## config.mk

```make
export PLATFORM = sky130hd
export DESIGN_NAME = hex_uart_streamer
export DESIGN_NICKNAME = d
export VERILOG_FILES = /design/src/rtl/hex_stream_pkg.sv /design/src/rtl/sync_fifo.sv /design/src/rtl/hex_uart_streamer.sv
export SDC_FILE = /design/constraint.sdc
export NUM_CORES = 1
export LEC_CHECK = 0
export ABC_AREA = 1
export BUFFER_PORTS_ARGS = -buffer_cell sky130_fd_sc_hd__buf_4
export CORE_ASPECT_RATIO = 1.4
export CORE_MARGIN = 8
export CORE_UTILIZATION = 43
export CTS_BUF_LIST = sky130_fd_sc_hd__clkbuf_4 sky130_fd_sc_hd__clkbuf_8
export DETAILED_ROUTE_END_ITERATION = 8
export PLACE_DENSITY = 0.63
export SLEW_MARGIN = 5
export SYNTH_ARGS = -nofsm -noshare
export SYNTH_HDL_FRONTEND = slang
export SYNTH_SLANG_ARGS = --single-unit
export TNS_END_PERCENT = 50
```

## constraint.sdc

```tcl
create_clock -name clk -period 3.7 [get_ports clk]
set_input_delay 0.555 -clock clk [delete_from_list [all_inputs] [get_ports clk]]
set_output_delay 0.555 -clock clk [all_outputs]
set_load 0.005 [all_outputs]
```

## src/rtl/hex_stream_pkg.sv

```systemverilog
// Shared types and helpers for the hex streamer: FSM state encoding,
// terminator characters and the nibble-to-ASCII conversion.
package hex_stream_pkg;

  typedef enum logic [2:0] {
    IDLE,
    LOAD,
    SEND,
    WAIT,
    TERM,
    TERM_WAIT
  } state_t;

  localparam logic [7:0] CR    = 8'h0D;
  localparam logic [7:0] LF    = 8'h0A;
  localparam logic [7:0] SPACE = 8'h20;

  // Uppercase hex digit: 0-9 -> 0x30-0x39, A-F -> 0x41-0x46
  function automatic logic [7:0] nib2ascii(input logic [3:0] nib);
    if (nib < 4'd10) return 8'h30 + {4'h0, nib};
    return 8'h37 + {4'h0, nib};
  endfunction

endpackage

```

## src/rtl/sync_fifo.sv

```systemverilog
// Show-ahead synchronous FIFO; a pop in the same cycle frees room for a push,
// so a push into a full FIFO is accepted when a pop happens alongside it.
module sync_fifo #(
  parameter int WIDTH = 32,
  parameter int DEPTH = 8
) (
  input  logic             clk,
  input  logic             rstn,
  input  logic             push,
  input  logic [WIDTH-1:0] wdata,
  input  logic             pop,
  output logic [WIDTH-1:0] rdata,
  output logic             full,
  output logic             empty
);

  localparam int AW = $clog2(DEPTH);

  logic [WIDTH-1:0] mem [DEPTH];
  logic [AW-1:0]    wr_ptr_reg;
  logic [AW-1:0]    rd_ptr_reg;
  logic [AW:0]      count_reg;
  logic             do_push;
  logic             do_pop;

  assign empty   = (count_reg == '0);
  assign full    = (count_reg == (AW+1)'(DEPTH));
  assign do_pop  = pop && !empty;
  assign do_push = push && (!full || do_pop);
  // Head word is visible before the pop so the consumer can load it in the pop cycle
  assign rdata   = mem[rd_ptr_reg];

  always_ff @(posedge clk) begin
    if (do_push) mem[wr_ptr_reg] <= wdata;
  end

  // Pointers are exactly AW bits wide, so they wrap modulo DEPTH on their own
  always_ff @(posedge clk or negedge rstn) begin
    if (!rstn) begin
      wr_ptr_reg <= '0;
      rd_ptr_reg <= '0;
      count_reg  <= '0;
    end else begin
      if (do_push) wr_ptr_reg <= wr_ptr_reg + 1'b1;
      if (do_pop)  rd_ptr_reg <= rd_ptr_reg + 1'b1;
      case ({do_push, do_pop})
        2'b10:   count_reg <= count_reg + 1'b1;
        2'b01:   count_reg <= count_reg - 1'b1;
        default: count_reg <= count_reg;
      endcase
    end
  end

endmodule

```

## src/rtl/hex_uart_streamer.sv

```systemverilog
// Buffers input words and prints each as uppercase hex to a byte transmitter.
// Define HEX_STREAM_CRLF_EN for a CR LF terminator; otherwise one space follows each word.
module hex_uart_streamer
  import hex_stream_pkg::*;
#(
  parameter int DATA_W     = 32,
  parameter int FIFO_DEPTH = 8,
  parameter int ONCHANGE   = 1
) (
  input  logic              clk,
  input  logic              rstn,
  input  logic [DATA_W-1:0] din,
  input  logic              din_valid,
  output logic              din_ready,
  output logic              tstart,
  output logic [7:0]        tbus,
  input  logic              tready,
  output logic              busy,
  output logic              ovf
);

  localparam int NIBBLES = DATA_W / 4;
  localparam int CNT_W   = $clog2(NIBBLES);
`ifdef HEX_STREAM_CRLF_EN
  localparam bit TERM_TWO = 1'b1;
`else
  localparam bit TERM_TWO = 1'b0;
`endif

  state_t            state_reg, state_next;
  logic [DATA_W-1:0] shift_reg;
  logic [DATA_W-1:0] last_reg;
  logic [DATA_W-1:0] fifo_rdata;
  logic [CNT_W-1:0]  nib_cnt_reg;
  logic              term_idx_reg;
  logic              skip_reg;
  logic              first_reg;
  logic              ovf_reg;
  logic [7:0]        tbus_reg;
  logic [7:0]        char_now;
  logic [7:0]        term_char;
  logic              fifo_full, fifo_empty, fifo_pop, fifo_push;
  logic              dup, last_nib, term_done;

  assign dup       = (ONCHANGE != 0) && !first_reg && (din == last_reg);
  assign fifo_push = din_valid && !dup;
  assign din_ready = !fifo_full || fifo_pop;
  assign ovf       = ovf_reg;
  assign last_nib  = (nib_cnt_reg == CNT_W'(NIBBLES - 1));
  assign term_done = !TERM_TWO || term_idx_reg;
  assign term_char = TERM_TWO ? (term_idx_reg ? LF : CR) : SPACE;

  sync_fifo #(
    .WIDTH (DATA_W),
    .DEPTH (FIFO_DEPTH)
  ) u_fifo (
    .clk   (clk),
    .rstn  (rstn),
    .push  (fifo_push),
    .wdata (din),
    .pop   (fifo_pop),
    .rdata (fifo_rdata),
    .full  (fifo_full),
    .empty (fifo_empty)
  );

  always_ff @(posedge clk or negedge rstn) begin
    if (!rstn) state_reg <= IDLE;
    else       state_reg <= state_next;
  end

  // skip_reg is high in the cycle right after tstart, when tready is not yet meaningful
  always_comb begin
    state_next = state_reg;
    case (state_reg)
      IDLE:      if (!fifo_empty) state_next = LOAD;
      LOAD:      state_next = SEND;
      SEND:      if (tready) state_next = WAIT;
      WAIT:      if (!skip_reg && tready) state_next = last_nib ? TERM : SEND;
      TERM:      if (tready) state_next = TERM_WAIT;
      TERM_WAIT: begin
        if (!skip_reg && tready) begin
          if (!term_done)       state_next = TERM;
          else if (!fifo_empty) state_next = LOAD;
          else                  state_next = IDLE;
        end
      end
      default:   state_next = IDLE;
    endcase
  end

  always_comb begin
    tstart   = 1'b0;
    fifo_pop = 1'b0;
    char_now = term_char;
    case (state_reg)
      LOAD: fifo_pop = 1'b1;
      SEND: begin
        tstart   = tready;
        char_now = nib2ascii(shift_reg[DATA_W-1 -: 4]);
      end
      TERM: tstart = tready;
      default: ;
    endcase
    // New byte appears together with tstart and then holds until the next one
    tbus = tstart ? char_now : tbus_reg;
    busy = !fifo_empty || (state_reg != IDLE);
  end

  always_ff @(posedge clk or negedge rstn) begin
    if (!rstn) begin
      shift_reg    <= '0;
      nib_cnt_reg  <= '0;
      term_idx_reg <= 1'b0;
      skip_reg     <= 1'b0;
      tbus_reg     <= 8'h00;
      last_reg     <= '0;
      first_reg    <= 1'b1;
      ovf_reg      <= 1'b0;
    end else begin
      skip_reg <= tstart;
      tbus_reg <= tbus;
      if (fifo_pop) begin
        shift_reg    <= fifo_rdata;
        nib_cnt_reg  <= '0;
        term_idx_reg <= 1'b0;
      end else if (state_reg == WAIT && state_next != WAIT) begin
        shift_reg   <= shift_reg << 4;
        nib_cnt_reg <= nib_cnt_reg + 1'b1;
      end
      if (state_reg == TERM_WAIT && state_next == TERM) term_idx_reg <= 1'b1;
      if (fifo_push && din_ready) begin
        last_reg  <= din;
        first_reg <= 1'b0;
      end
      if (fifo_push && !din_ready) ovf_reg <= 1'b1;
    end
  end

endmodule

```

* Word level (Yosys, flattened, before mapping)
Memory sizes are Yosys's and may differ from the RTL's. Cells that the tools add are included.
Word-level totals: flip-flop bits (word level) 91, memory bits (writable) 256, output and inout bits 12, word-level logic and storage cells 77, memories 1
Memories:
- u_fifo.mem | depth 8, bits a word 32, rd ports 1, clocked after Yosys merged registers in 0, wr ports 1, line sync_fifo.sv:19 | logic [WIDTH-1:0] mem [DEPTH];
Operators by class: add/sub/neg operators 7, order comparisons 1, equality and inequality tests 11, multiplexer cells 23, reduce and logical (&&, ||, !) cells 23
Operator list (number):
- $mux W32 | 2
- $eq A32 B32 Y1 | 1
- $mux W8 | 4
- $mux W3 | 8
- $pmux W3 S6 | 1
- $add A6 B4 Y7 const A | 2
- $add A3 B1 Y3 const B | 3
- $eq A3 B3 Y1 const B | 3
- $logic_and A1 B1 Y1 | 8
- $pmux W4 S2 | 1
- $mux W1 | 7
- $eq A3 B2 Y1 const B | 2
- $logic_not A1 Y1 | 6
- $add A4 B1 Y4 const B | 1
- $eq A4 B4 Y1 const B | 1
- $logic_not A4 Y1 | 1
- $lt A4 B4 Y1 const B | 1
- $reduce_bool A2 Y1 | 2
- $sub A4 B1 Y4 const B | 1
- $eq A3 B1 Y1 const B | 1
- $logic_not A3 Y1 | 1
- $logic_or A1 B1 Y1 | 3
- $ne A3 B2 Y1 const B | 1
- $reduce_bool A3 Y1 | 1
- other kinds (3) | 3

* Depth between registers and ports, before layout
depth in word-level cells 8, mapped depth 19, depth with buffers taken out 19

* Hierarchy
From an unflattened synthesis, not the netlist that was laid out.
Unflattened totals: cell total of the unflattened synthesis 1319, area, all modules 14843.0 um^2
By module, submodules not included:
- sync_fifo | times used 1, cells each 795, area an instance 10572.6 um^2, seq. area each 7937.6 um^2
- hex_uart_streamer | times used 1, cells each 524, area an instance 4270.3 um^2, seq. area each 2028.2 um^2

* Least setup slack after synthesis
OpenSTA, ideal clock, no wires.
path type input-to-reg, from input port din[3], to memory u_fifo.mem[0][0] (enable), arrival time 2837 ps, setup slack 442 ps, cell stages on the path 11, path buffers 0, cells stage by stage inv_1 > o22ai_1 > nor2_1 > nand3_1 > nor2_1 > nand2_1 > nand2_4 > nor2_4 > inv_2 > or2_1 > nor2_1
On the way: cells in the longest elaborated chain, start to end 7
RTL lines:
- start: declaration | line hex_uart_streamer.sv:12 | input logic [DATA_W-1:0] din,
- $eq A32 B32 Y1 | line hex_uart_streamer.sv:45 | assign dup = (ONCHANGE != 0) && !first_reg && (din == last_reg);
- $logic_and A1 B1 Y1 | line hex_uart_streamer.sv:45
- $logic_not A1 Y1 | line hex_uart_streamer.sv:46 | assign fifo_push = din_valid && !dup;
- $logic_and A1 B1 Y1 | line hex_uart_streamer.sv:46
- $logic_and A1 B1 Y1 | line sync_fifo.sv:29 | assign do_push = push && (!full || do_pop);
- $mux W1 | line sync_fifo.sv:34 | if (do_push) mem[wr_ptr_reg] <= wdata;
- $mux W1 (not written as such) | line sync_fifo.sv:34
- end: declaration | line sync_fifo.sv:19
Every way passes these cells.

* Worst setup path after layout
from register state_reg[1], to output port tbus[2]
On the way: cells in the longest elaborated chain, start to end 4
RTL lines:
- start: declaration | line hex_uart_streamer.sv:30 | state_t state_reg, state_next;
- start signal: assignment | line hex_uart_streamer.sv:69 | else state_reg <= state_next;
- $eq A3 B2 Y1 or $eq A3 B3 Y1 (tied branches) | line hex_uart_streamer.sv:96 | case (state_reg)
- $reduce_or A2 Y1 (no line)
- $mux W1 | line hex_uart_streamer.sv:96
- $mux W8 * | line hex_uart_streamer.sv:106 | tbus = tstart ? char_now : tbus_reg;
- end: declaration | line hex_uart_streamer.sv:16 | output logic [7:0] tbus,
Mark *: on every way between the ends. The rest lies on a longest branch, timed or not.

==> run summary <==
Critical Path AT = 2.45 ns
Syn Inst Count = 1229
RSZ-0062 raised after global routing = false
Fin. Hold Viols = 0
Tmin final = 3.01 ns
Kind of critical path = reg2out
Post-route cell area = 16200 sq um
Final period util = 0.813
Die area = 39300 sq um
Post-synthesis instance area = 14200 sq um
Pint = 0.00767 W
Die W = 170 microns
Clock net sink count = 347
Critical Path RT = 3.14 ns
Via count = 9445
Routed wire length = 34300 microns
Max_slew headroom = 0.221
Grt ovf = 0
Worst-case clock buffer depth = 3
Pleak = 5.98 nW
Per-cell routed wire length = 19.3 microns
Setup crit end kind = primary output
Commonest non-fill, non-tap cell in the layout = edfxtp_1
Initial antenna violation count = 0
Ys flop type = edfxtp_1
Later-pin clock latency in the skew report = 0.59 ns
Sw Share = 0.347
Post-synth ARST share = 0.262
Die height = 231 microns
Clock Pin Slew Worst Setup and Hold Paths = 0.06 ns
Largest net degree at the start of global routing = 131
Skew final = 0.0251 ns
First-pass GRT wire length = 53200 microns
Pwr dens = 724 nW/um^2
ANT nets after route = 0
Final total power = 0.0117 W
Starting Density = 0.432
Number of synthesized flops with an enable pin = 256
Tot GR Track Use = 0.176
CP Launch Type = flip-flop
Hold Path Class = in2reg
Worst reg-to-reg setup slack = 0.73 ns
# rows = 79
Final core utilization = 0.493
Drt via density = 5.32
Max reg flops = 256
Core area = 32900 sq um
Crit path max fanout = 7
Yosys cell types = 37
CTS tree = built
DRC errors left = 0
Net Switching = 0.00408 W
Cell taking the most area after synthesis = edfxtp_1
Combinational share of power = 0.292
Status = finished clean
Top-Level Pins = 48
CTS H-Tree Depth = 2
Worst Setup SP = state_reg[1]$_DFF_PN0_
Clock Power Share = 0.261
CTS Root Cell = clkbuf_8
Yosys Warn Count = 0
Layout Nets = 1329
Setup TNS = 0 ns
Port bufs = 47
Max Fclk = 333 MHz
DP Wirelength = 20400 microns
Routability Congestion = 0.811
Slew Viols, Final = 0
Share of layout cells above drive strength 1 = 0.141
Top cell type's share of synthesized area = 0.540
#FFs+latches synth = 347
Most frequent cell on the critical path = inv_1
Worst path bufs/invs = 4
Syn nets = 1271
# placed instances = 1678
Sequential area share after synthesis = 0.700
Most frequent cells in the layout = edfxtp_1, o21ai_0, nand2_1, nor2_1, dfrtp_1
Drt first-iter violations = 746
First drt pass iteration count = 7
Max-cap violations = 0
VDD IR max = 0.429 mV
Crit path largest cell delay = 0.45 ns
Slowest cell on crit path = dfrtp_1
Setup violations, final = 0
Synth area leaders = edfxtp_1, dfrtp_1, o21ai_0
Min-delay src = din[23]
Reg power frac = 0.447
Worst-Margin Slew = 1.17 ns
Crit-path leading delay family = compound AO/OA/AOI/OAI gates
Synthesized area per cell = 11.6 sq um
CTS-repair resized insts = 0
Placed inst area = 15200 sq um
TritonCTS Buffers = 51
Reg-to-reg startpoint = state_reg[2]$_DFF_PN0_
Vias in the first global route = 9442
CP Cell Sequence = inv_1, nor3_2, inv_2, a21oi_1, inv_1, a32o_1, buf_4
P&R area growth vs syn = 14.0%
Fin cells = 1774
[per-layer routing]
metal | routed length, microns | global-route usage
met5 | 0 | 0
met3 | 1940 | 0.0271
met1 | 13800 | 0.210
met4 | 1160 | 0.0812
met2 | 17400 | 0.308
[cell type report]
class	instances	area [sq um]
sequential	347	9970
antenna	1	2.50
clock buffer	72	866
tap	445	557
timing repair buffer	73	638
clock inverter	22	154
fill	2889	16700
inverter	74	279
multi-input combinational	740	3750
[synthesized netlist by cell type (3+ instances only)]
cell / n
o21ai_0: 205
nor3_1: 3
a32o_1: 6
nor2_1: 164
nand2_1: 197
o22ai_1: 28
o21bai_1: 3
inv_2: 7
xnor2_1: 10
buf_2: 23
edfxtp_1: 256
ha_1: 6
o211ai_1: 4
inv_1: 67
clkbuf_1: 42
a21oi_1: 5
dfrtp_1: 90
nand4_1: 5
o21ai_1: 22
o221ai_1: 38
xor2_1: 8
nand3_1: 16
a31oi_1: 5
[power by group through the flow]
stage               combinational, W  sequential [W]  clock [W]
finish                       0.00343         0.00525    0.00307
global route                 0.00381         0.00532    0.00331
CTS                          0.00346         0.00526    0.00314
detailed placement           0.00344         0.00533          0
global placement             0.00338         0.00531          0
floorplan                    0.00221         0.00525          0
[logic make-up after synthesis]
group                    share of synthesized area
AND/OR/NAND/NOR                              0.114
adder cells (fa/ha/maj)                    0.00527
XOR/XNOR                                    0.0111
AO/OA/AOI/OAI                                0.129
buffers and inverters                       0.0408
flip-flops                                   0.700
[repair_timing]
action                    in CTS  in global routing
hold endpoints to repair       7                  0
buffers inserted               0                  0
hold buffers                   1                  0
[final timing paths]
path / endpoint / depth (start not counted)
worst max-delay path: tbus[2] / 7
worst min-delay path: u_fifo.mem[7][23]$_DFFE_PP_ / 1
worst max register to register: u_fifo.mem[6][12]$_DFFE_PP_ / 8
worst min register to register: first_reg$_DFFE_PN1P_ / 2
max in group asynchronous: u_fifo.rd_ptr_reg[1]$_DFFE_PN0P_ / 3
min in group asynchronous: shift_reg[19]$_DFFE_PN0P_ / 2
[metrics by stage]
stage | worst slack, ns | hold WS, ns
global route | 0.464 | 0.213
floorplan | 0.442 | 0.259
CTS | 0.649 | 0.191
detailed placement | 0.449 | 0.452
finish | 0.693 | 0.226
global placement | 0.475 | 0.448
(Power assumes the default switching activity.)
